`src/rtl/triangle_gen_if.sv`:
```
// triangle_gen_if
//   Bundles the register-file / frame-sequencer side of a triangle_gen voice.
//   master: register file + frame sequencer (drives strobes and config,
//           reads back the sample and length status)
//   slave : triangle_gen itself
// Signals:
//   enable_cpu      timer tick strobe
//   enable_quarter  quarter-frame strobe, clocks the linear counter
//   enable_half     half-frame strobe, clocks the length counter
//   channel_enable  $4015 channel bit, low forces the length counter to 0
//   control         length-halt / linear-control flag
//   linear_preset   linear counter reload value
//   timer_preset    period reload value
//   length_select   length table index
//   mode            0 = triangle, 1 = sawtooth
//   reg_event       strobe on write to the length/period-high register
//   wave_data       registered sample to the mixer
//   length_active   high while the length counter is nonzero
interface triangle_gen_if #(
  parameter int TIMER_WIDTH  = 11,
  parameter int DATA_WIDTH   = 4,
  parameter int LINEAR_WIDTH = 7
);
  logic                    enable_cpu;
  logic                    enable_quarter;
  logic                    enable_half;
  logic                    channel_enable;
  logic                    control;
  logic [LINEAR_WIDTH-1:0] linear_preset;
  logic [TIMER_WIDTH-1:0]  timer_preset;
  logic [4:0]              length_select;
  logic                    mode;
  logic                    reg_event;
  logic [DATA_WIDTH-1:0]   wave_data;
  logic                    length_active;

  modport master (
    output enable_cpu, enable_quarter, enable_half, channel_enable, control,
           linear_preset, timer_preset, length_select, mode, reg_event,
    input  wave_data, length_active
  );

  modport slave (
    input  enable_cpu, enable_quarter, enable_half, channel_enable, control,
           linear_preset, timer_preset, length_select, mode, reg_event,
    output wave_data, length_active
  );
endinterface

```
`src/rtl/triangle_gen.sv`:
```
// triangle_gen
//   One wave voice of the APU-style triangle channel: period timer, step
//   sequencer, linear counter, length counter and sample shaper
//   (triangle / sawtooth, with ultrasonic mute).
// Ports:
//   clk      system clock
//   reset_n  asynchronous active-low reset
//   bus      triangle_gen_if.slave - strobes, configuration, sample and
//            length status
module triangle_gen #(
  parameter int TIMER_WIDTH    = 11,
  parameter int DATA_WIDTH     = 4,
  parameter int LINEAR_WIDTH   = 7,
  parameter int ULTRASONIC_MIN = 2
) (
  input  logic           clk,
  input  logic           reset_n,
  triangle_gen_if.slave  bus
);

  localparam int SEQ_WIDTH = DATA_WIDTH + 1;
  localparam logic [DATA_WIDTH-1:0] WAVE_MID = {1'b1, {(DATA_WIDTH-1){1'b0}}};

  logic [TIMER_WIDTH-1:0]  timer_q,  timer_d;
  logic [SEQ_WIDTH-1:0]    seq_q,    seq_d;
  logic [LINEAR_WIDTH-1:0] linear_q, linear_d;
  logic                    reload_q, reload_d;
  logic [7:0]              length_q, length_d;
  logic [DATA_WIDTH-1:0]   wave_q,   wave_d;

  logic seq_tick;
  logic mute;

  function automatic logic [7:0] length_lookup(input logic [4:0] idx);
    logic [7:0] val;
    case (idx)
      5'd0:  val = 8'd10;
      5'd1:  val = 8'd254;
      5'd2:  val = 8'd20;
      5'd3:  val = 8'd2;
      5'd4:  val = 8'd40;
      5'd5:  val = 8'd4;
      5'd6:  val = 8'd80;
      5'd7:  val = 8'd6;
      5'd8:  val = 8'd160;
      5'd9:  val = 8'd8;
      5'd10: val = 8'd60;
      5'd11: val = 8'd10;
      5'd12: val = 8'd14;
      5'd13: val = 8'd12;
      5'd14: val = 8'd26;
      5'd15: val = 8'd14;
      5'd16: val = 8'd12;
      5'd17: val = 8'd16;
      5'd18: val = 8'd24;
      5'd19: val = 8'd18;
      5'd20: val = 8'd48;
      5'd21: val = 8'd20;
      5'd22: val = 8'd96;
      5'd23: val = 8'd22;
      5'd24: val = 8'd192;
      5'd25: val = 8'd24;
      5'd26: val = 8'd72;
      5'd27: val = 8'd26;
      5'd28: val = 8'd16;
      5'd29: val = 8'd28;
      5'd30: val = 8'd32;
      default: val = 8'd30;
    endcase
    return val;
  endfunction

  // Timer: counts down on CPU ticks; reaching zero reloads and emits a
  // sequencer tick, so the tick period is timer_preset+1 CPU ticks.
  always_comb begin
    timer_d  = timer_q;
    seq_tick = 1'b0;
    if (bus.enable_cpu) begin
      if (timer_q == '0) begin
        timer_d  = bus.timer_preset;
        seq_tick = 1'b1;
      end else begin
        timer_d = timer_q - TIMER_WIDTH'(1);
      end
    end
  end

  // Sequencer only moves while both gating counters are nonzero; it is never
  // reset by the counters, so the waveform resumes where it froze.
  always_comb begin
    seq_d = seq_q;
    if (seq_tick && (linear_q != '0) && (length_q != 8'd0)) begin
      seq_d = seq_q + SEQ_WIDTH'(1);
    end
  end

  // Linear counter and reload flag. A register write sets the flag even if
  // the same quarter-frame would otherwise clear it.
  always_comb begin
    linear_d = linear_q;
    reload_d = reload_q;
    if (bus.enable_quarter) begin
      if (reload_q) begin
        linear_d = bus.linear_preset;
      end else if (linear_q != '0) begin
        linear_d = linear_q - LINEAR_WIDTH'(1);
      end
      if (!bus.control) begin
        reload_d = 1'b0;
      end
    end
    if (bus.reg_event) begin
      reload_d = 1'b1;
    end
  end

  // Length counter: channel disable beats load, load beats decrement.
  always_comb begin
    length_d = length_q;
    if (!bus.channel_enable) begin
      length_d = 8'd0;
    end else if (bus.reg_event) begin
      length_d = length_lookup(bus.length_select);
    end else if (bus.enable_half && !bus.control && (length_q != 8'd0)) begin
      length_d = length_q - 8'd1;
    end
  end

  // Sample shaper. Triangle: first half of the sequence counts down from MAX
  // (bitwise inverse of the low bits), second half counts up. Sawtooth drops
  // the sequencer LSB so each level lasts two steps.
  assign mute = (bus.timer_preset < TIMER_WIDTH'(ULTRASONIC_MIN));

  always_comb begin
    wave_d = wave_q;
    if (mute) begin
      wave_d = WAVE_MID;
    end else if (bus.mode) begin
      wave_d = seq_q[SEQ_WIDTH-1:1];
    end else if (!seq_q[DATA_WIDTH]) begin
      wave_d = ~seq_q[DATA_WIDTH-1:0];
    end else begin
      wave_d = seq_q[DATA_WIDTH-1:0];
    end
  end

  always_ff @(posedge clk or negedge reset_n) begin
    if (!reset_n) begin
      timer_q  <= '0;
      seq_q    <= '0;
      linear_q <= '0;
      reload_q <= 1'b0;
      length_q <= 8'd0;
      wave_q   <= '0;
    end else begin
      timer_q  <= timer_d;
      seq_q    <= seq_d;
      linear_q <= linear_d;
      reload_q <= reload_d;
      length_q <= length_d;
      wave_q   <= wave_d;
    end
  end

  assign bus.wave_data     = wave_q;
  assign bus.length_active = (length_q != 8'd0);

endmodule

```
`src/flat_wrapper.sv`:
```
// flat-port wrapper written by rule: the top's interface ports become plain ports
module triangle_gen_flat 
#(
  parameter int TIMER_WIDTH    = 11,
  parameter int DATA_WIDTH     = 4,
  parameter int LINEAR_WIDTH   = 7,
  parameter int ULTRASONIC_MIN = 2
)
  (clk, reset_n, bus_enable_cpu, bus_enable_quarter, bus_enable_half, bus_channel_enable, bus_control, bus_linear_preset, bus_timer_preset, bus_length_select, bus_mode, bus_reg_event, bus_wave_data, bus_length_active);
  triangle_gen_if #(.TIMER_WIDTH(TIMER_WIDTH), .DATA_WIDTH(DATA_WIDTH), .LINEAR_WIDTH(LINEAR_WIDTH)) bus_i ();
  input  logic clk;
  input  logic reset_n;
  input wire logic [$bits(bus_i.enable_cpu)-1:0] bus_enable_cpu;
  input wire logic [$bits(bus_i.enable_quarter)-1:0] bus_enable_quarter;
  input wire logic [$bits(bus_i.enable_half)-1:0] bus_enable_half;
  input wire logic [$bits(bus_i.channel_enable)-1:0] bus_channel_enable;
  input wire logic [$bits(bus_i.control)-1:0] bus_control;
  input wire logic [$bits(bus_i.linear_preset)-1:0] bus_linear_preset;
  input wire logic [$bits(bus_i.timer_preset)-1:0] bus_timer_preset;
  input wire logic [$bits(bus_i.length_select)-1:0] bus_length_select;
  input wire logic [$bits(bus_i.mode)-1:0] bus_mode;
  input wire logic [$bits(bus_i.reg_event)-1:0] bus_reg_event;
  output wire logic [$bits(bus_i.wave_data)-1:0] bus_wave_data;
  output wire logic [$bits(bus_i.length_active)-1:0] bus_length_active;
  assign bus_i.enable_cpu = bus_enable_cpu;
  assign bus_i.enable_quarter = bus_enable_quarter;
  assign bus_i.enable_half = bus_enable_half;
  assign bus_i.channel_enable = bus_channel_enable;
  assign bus_i.control = bus_control;
  assign bus_i.linear_preset = bus_linear_preset;
  assign bus_i.timer_preset = bus_timer_preset;
  assign bus_i.length_select = bus_length_select;
  assign bus_i.mode = bus_mode;
  assign bus_i.reg_event = bus_reg_event;
  assign bus_wave_data = bus_i.wave_data;
  assign bus_length_active = bus_i.length_active;
  triangle_gen #(.TIMER_WIDTH(TIMER_WIDTH), .DATA_WIDTH(DATA_WIDTH), .LINEAR_WIDTH(LINEAR_WIDTH), .ULTRASONIC_MIN(ULTRASONIC_MIN)) u_core (.clk(clk), .reset_n(reset_n), .bus(bus_i));
endmodule
```
`config.mk`:
```
export PLATFORM = sky130hd
export DESIGN_NAME = triangle_gen_flat
export DESIGN_NICKNAME = d
export VERILOG_FILES = /design/src/rtl/triangle_gen_if.sv /design/src/rtl/triangle_gen.sv /design/src/flat_wrapper.sv
export SDC_FILE = /design/constraint.sdc
export NUM_CORES = 1
export LEC_CHECK = 0
export CAP_MARGIN = 30
export CORE_MARGIN = 2
export CORE_UTILIZATION = 59
export CTS_CLUSTER_DIAMETER = 30
export DETAILED_ROUTE_END_ITERATION = 6
export GPL_ROUTABILITY_DRIVEN = 0
export PLACE_DENSITY_LB_ADDON = 0.3
export SYNTH_ARGS = -nofsm -noshare
export SYNTH_HDL_FRONTEND = slang
export SYNTH_SLANG_ARGS = --single-unit
```
`constraint.sdc`:
```
create_clock -name clk -period 3.1 [get_ports clk]
set_input_delay 0.775 -clock clk [delete_from_list [all_inputs] [get_ports clk]]
set_output_delay 0.775 -clock clk [all_outputs]
set_load 0.005 [all_outputs]
```
==> results.py, run 1 <==
metrics = {
    "outcome": {
        "status": "finished clean",
    },
    "drt": {
        "dr.pass1.iters": 4,
        "via_per_inst": 6.22,
        "via_count": 2275,
        "wl_um": 5490,
        "ant_nets": 0,
        "drt_iter0_markers": 84,
        "routedWlPerCell_um": 15.0,
        "drc": 0,
    },
    "logic_synthesis": {
        "synth.area.top_cells": "dfrtp_1, ha_1, nor2_1, a21oi_1, o21ai_1",
        "synth_area_um2": 2540,
        "ys_async_sr_fraction_pct": 100,
        "yosys_most_used_dff": "dfrtp_1",
        "synth_top_area_share_pct": 35.5,
        "syn_inst": 281,
        "synth_area_per_cell_um2": 9.04,
        "seq_area_frac_synth_pct": 35.5,
        "yosysTopAreaCell": "dfrtp_1",
        "yosys_warnings": 0,
        "synth_fp_nets": 326,
        "ys_ff_latch": 36,
        "synth_cell_types": 66,
        "synth-edff-count": 0,
    },
    "setup_path": {
        "critPathKind": "flip-flop to output pin",
        "crit_path_end_kind": "output pin",
        "required_ns": 2.32,
        "critPathLaunchType": "flip-flop",
        "path_max_fanout": 7,
        "arrival_ns": 2.07,
    },
    "timing": {
        "rsz0062_at_grt": "no",
        "period_minus_slack_ns": 2.85,
        "finalClockSkew_ns": 0.0110,
        "final_hold_viol_count": 0,
        "slew_violations": 0,
        "final.period_utilization_pct": 91.9,
        "finalSetupTns_ns": 0,
        "finalWorstSetupSlack_ns": 0.250,
        "clock.fmax_mhz": 351,
        "setup_viol": 0,
        "worstMarginPinSlew_ns": 0.801,
        "relSlewSlack_pct": 46.6,
    },
    "place": {
        "port_buffers": 36,
        "pre_cts_ws_ns": 0.411,
        "dp_hpwl_um": 4020,
    },
    "floorplan": {
        "die_x_um": 69.6,
        "core_area_um2": 4090,
        "io_pins": 37,
        "num_rows": 23,
        "die_h_um": 69.6,
        "fp.dieArea_um2": 4850,
        "start_util_pct": 62.2,
    },
    "finish": {
        "final_cell_mix": "dfrtp_1, clkdlybuf4s50_1, nor2_1, inv_1",
        "fin_nets": 360,
        "n_antenna_cell": 0,
        "fillCellCount": 326,
        "final_common_cell": "dfrtp_1",
        "drive_above_1_share_pct": 8.23,
        "area_growth_pct": 19.0,
    },
    "grt": {
        "grt_pass1_vias": 2072,
        "overflow": 0,
        "grt_pass1_wl_um": 9470,
        "grt_max_degree": 37,
        "antenna_found_initial": 0,
        "groute.usage.overall_pct": 23.5,
    },
    "power": {
        "switching_share_pct": 36.0,
        "clkPwrFrac_pct": 23.5,
        "ir_worst_vdd_mv": 0.382,
        "seqPwrFrac_pct": 45.1,
        "combPwrFrac_pct": 31.4,
        "p_int_mw": 0.972,
        "power.density_nw_per_um2": 502,
        "switchingPower_mw": 0.546,
        "p_leak_nw": 1.29,
    },
    "clocking": {
        "post_cts_resized": 0,
        "cts_tree": "built",
        "path_clk_slew_ns": 0.08,
        "clock_sinks": 36,
        "clk_path_buf_depth": 2,
        "insertion_delay_ns": 0.29,
        "numCtsBuffers": 5,
        "postCtsSetupBuffers": 0,
        "root_buffer": "clkbuf_8",
        "htreeDepth": 2,
        "postCtsHoldBufs": 0,
    },
    "hold_path": {
        "min_path_type": "flip-flop to flip-flop",
    },
    "job": {
        "drv_cap": 0,
    },
}
==> registers in the layout, indices dropped and copies added (netlist names) <==
name                  flops
u_core.length_q           8
u_core.reload_q           1
u_core.bus.wave_data      4
u_core.seq_q              5
u_core.timer_q           11
u_core.linear_q           7
==> cell type report <==
cell class	count	area (µm²)	share of cell area (%)
Multi-Input combinational cell	215	1530	50.5
Sequential cell	36	901	29.8
Timing Repair Buffer	38	368	12.2
Clock buffer	7	86.3	2.86
Inverter	19	71.3	2.36
Tap cell	50	62.6	2.07
Clock inverter	1	7.51	0.248
==> layer usage <==
layer	up-vias	GRT usage [%]	wire, µm
met5	-	0	0
met4	0	8.55	81
met3	7	3.78	294
met2	72	37.0	2510
met1	1078	32.9	2600
li1	1118	-	-
==> Yosys cell counts (7+ instances only) <==
cell	n
dfrtp_1	36
nor2_1	24
inv_1	17
a21oi_1	16
o21ai_1	16
ha_1	13
nand3_1	10
clkbuf_1	9
nand2_1	9
xor2_1	8
nor2b_1	7
nor4_1	7
==> power groups by stage <==
stage          combinational (mW)  clock, mW  sequential, mW
2_1_floorplan               0.340          0           0.659
3_3_place_gp                0.456          0           0.684
3_5_place_dp                0.474          0           0.689
4_1_cts                     0.476      0.360           0.681
5_1_grt                     0.530      0.377           0.703
6_report                    0.477      0.357           0.685
==> final timing paths <==
check | from | end | slack [ns] | cells after the start
max in group asynchronous | reset_n | u_core.length_q[4] | 2.02 | 1
min in group asynchronous | reset_n | u_core.linear_q[2] | 0.56 | 1
worst max-delay path | u_core.length_q[1] | bus_length_active | 0.25 | 6
worst max register to register | u_core.timer_q[0] | u_core.timer_q[4] | 0.86 | 6
worst min register to register | u_core.seq_q[0] | u_core.seq_q[0] | 0.55 | 1
worst min-delay path | u_core.seq_q[0] | u_core.seq_q[0] | 0.55 | 1
==> metrics by stage <==
stage	cells	utilization (%)	hold slack (ns)	instance area, µm²	power, mW
2_1_floorplan	281	-	0.479	2540	1.00
3_3_place_gp	357	71.6	0.520	2920	1.14
3_5_place_dp	358	71.7	0.536	2930	1.16
4_1_cts	366	74.0	0.550	3020	1.52
5_1_grt	366	74.0	0.566	3020	1.61
6_report	366	74.0	0.545	3020	1.52
==> critical path, cell delays in order, from the launching register on <==
cell and delay, ns:
dfrtp_1 0.39, inv_1 0.11, ha_1 0.18, or3b_1 0.43, nor2_4 0.21, inv_2 0.04
clkdlybuf4s50_1 0.43
==> cells by family after synthesis <==
kind of cell / after synthesis / synth area share (%)
buffers and inverters: 30 / 4.48
xor gates and xnor gates: 11 / 3.79
muxes: 10 / 4.14
DFF: 36 / 35.5
and+or+nand+nor: 98 / 22.9
adders and majority gates: 13 / 6.40
AOI/OAI and AO/OA: 83 / 22.8
(Power assumes the default switching activity.)
==> inputs of run 2 (changes only) <==
- CAP_MARGIN: 30 -> 10
- GPL_TIMING_DRIVEN: unset -> 1
==> run 2 against run 1 <==
Register-to-register slack barely moved. Die area did not move. Clock skew up 0.0011 ns. Routed wire length decreased by 1.4%. Design area stayed put. Worst hold slack about the same. Sequential power decreased by 0.6%. Critical path depth stayed put. Fmax is 0.20% higher. Sequential share of layout area did not move. Non-clock buffer count unchanged. Highest routed layer unchanged.
==> results.py, run 2 (same netlist as run 1, synthesis figures left out) <==
metrics = {
    "floorplan": {
        "num_rows": 23,
        "core_area_um2": 4090,
        "die_h_um": 69.6,
        "start_util_pct": 62.2,
        "fp.dieArea_um2": 4850,
        "die_x_um": 69.6,
        "io_pins": 37,
    },
    "clocking": {
        "clk_path_buf_depth": 2,
        "clock_sinks": 36,
        "postCtsHoldBufs": 0,
        "postCtsSetupBuffers": 0,
        "root_buffer": "clkbuf_8",
        "path_clk_slew_ns": 0.08,
        "cts_tree": "built",
        "insertion_delay_ns": 0.29,
        "post_cts_resized": 0,
        "htreeDepth": 2,
        "numCtsBuffers": 5,
    },
    "drt": {
        "via_count": 2263,
        "ant_nets": 0,
        "via_per_inst": 6.18,
        "routedWlPerCell_um": 14.8,
        "drt_iter0_markers": 122,
        "dr.pass1.iters": 4,
        "drc": 0,
        "wl_um": 5410,
    },
    "finish": {
        "top_register": "u_core.timer_q",
        "fin_area_um2": 3020,
        "largest_reg_flops": 11,
        "fin_cells": 366,
        "final_common_cell": "dfrtp_1",
        "area_growth_pct": 19.0,
        "largest_registers": "u_core.timer_q (11), u_core.length_q (8), u_core.linear_q (7)",
        "final_cell_mix": "dfrtp_1, clkdlybuf4s50_1, nor2_1, inv_1",
        "drive_above_1_share_pct": 8.23,
        "n_antenna_cell": 0,
        "fin_nets": 360,
    },
    "setup_path": {
        "path_depth": 6,
        "crit_path_top_delay_cell": "or3b_1",
        "critPathLaunchType": "flip-flop",
        "crit_path_end_kind": "output pin",
        "required_ns": 2.32,
        "slowest_delay_ns": 0.43,
        "arrival_ns": 2.07,
        "critPathKind": "flip-flop to output pin",
        "path_max_fanout": 7,
        "reg2reg_depth": 6,
        "crit_family": "simple AND/OR/NAND/NOR gates",
        "path_buf_inv": 3,
        "worstPathCellList": "inv_1 -> ha_1 -> or3b_1 -> nor2_4 -> inv_2 -> clkdlybuf4s50_1",
    },
    "place": {
        "dp_hpwl_um": 3990,
        "pre_cts_ws_ns": 0.439,
        "dp_cells": 357,
        "dpl-instance-area_um2": 2920,
        "port_buffers": 36,
    },
    "timing": {
        "final.period_utilization_pct": 91.7,
        "final_hold_viol_count": 0,
        "period_minus_slack_ns": 2.84,
        "finalWorstSetupSlack_ns": 0.256,
        "relSlewSlack_pct": 46.9,
        "setup_viol": 0,
        "finalSetupTns_ns": 0,
        "rsz0062_at_grt": "no",
        "clock.fmax_mhz": 352,
        "finalClockSkew_ns": 0.0120,
        "worstMarginPinSlew_ns": 0.797,
        "slew_violations": 0,
    },
    "grt": {
        "groute.usage.overall_pct": 23.1,
        "grt_pass1_wl_um": 9270,
        "antenna_found_initial": 0,
        "grt_max_degree": 37,
        "overflow": 0,
        "grt_pass1_vias": 2026,
    },
    "power": {
        "p_leak_nw": 1.29,
        "p_total_mw": 1.52,
        "ir_worst_vdd_mv": 0.341,
        "power.density_nw_per_um2": 501,
    },
    "outcome": {
        "status": "finished clean",
    },
    "job": {
        "drv_cap": 0,
    },
    "hold_path": {
        "holdPathStages": 1,
        "min_path_type": "flip-flop to flip-flop",
    },
}
## run 2: cell counts in the layout (fill, tap and decap cells not counted)
Identical to the previous run, type by type.
## run 2: power breakdown
group,internal (mW),total [mW],leakage [nW],switching (mW)
Clock,0.181,0.356,0.0445,0.175
Combinational,0.232,0.479,0.790,0.247
Sequential,0.560,0.681,0.452,0.121
## run 2: metal layers
layer	vias up	global-route usage [%]	wire length [µm]
met2	68	37.4	2570
met5	-	0	0
met4	0	7.69	77
met1	1071	31.7	2440
li1	1117	-	-
met3	7	3.78	318
## run 2: metrics by stage
stage	hold slack, ns	util [%]
CTS	0.550	73.9
detailed placement	0.531	71.6
floorplan	0.479	-
global route	0.566	74.0
finish	0.545	74.0
global placement	0.520	71.6
## run 2: layout make-up
| type | count | area [µm²] |
|---|---|---|
| fill | 319 | 1060 |
| sequential | 36 | 901 |
| tap | 50 | 62.6 |
| timing repair buffer | 38 | 368 |
| clock buffer | 7 | 86.3 |
| multi-input combinational | 215 | 1530 |
| clock inverter | 1 | 7.51 |
| inverter | 19 | 71.3 |
## run 2: worst paths after layout
kind	from	endpoint	slack (ns)
max in group asynchronous	reset_n	u_core.length_q[4]	2.02
max	u_core.length_q[0]	bus_length_active	0.26
min in group asynchronous	reset_n	u_core.linear_q[3]	0.56
min	u_core.seq_q[0]	u_core.seq_q[0]	0.54
min reg2reg	u_core.seq_q[0]	u_core.seq_q[0]	0.54
max reg2reg	u_core.timer_q[0]	u_core.timer_q[4]	0.85
## run 2: worst reg2reg max path, delay by kind of cell, from the launching register on
family                     cells  cell delay, ns
DFF                            1            0.39
adders and majority gates      1            0.25
buffers and inverters          1            0.13
and+or+nand+nor                3            1.07
AOI/OAI and AO/OA              1            0.31
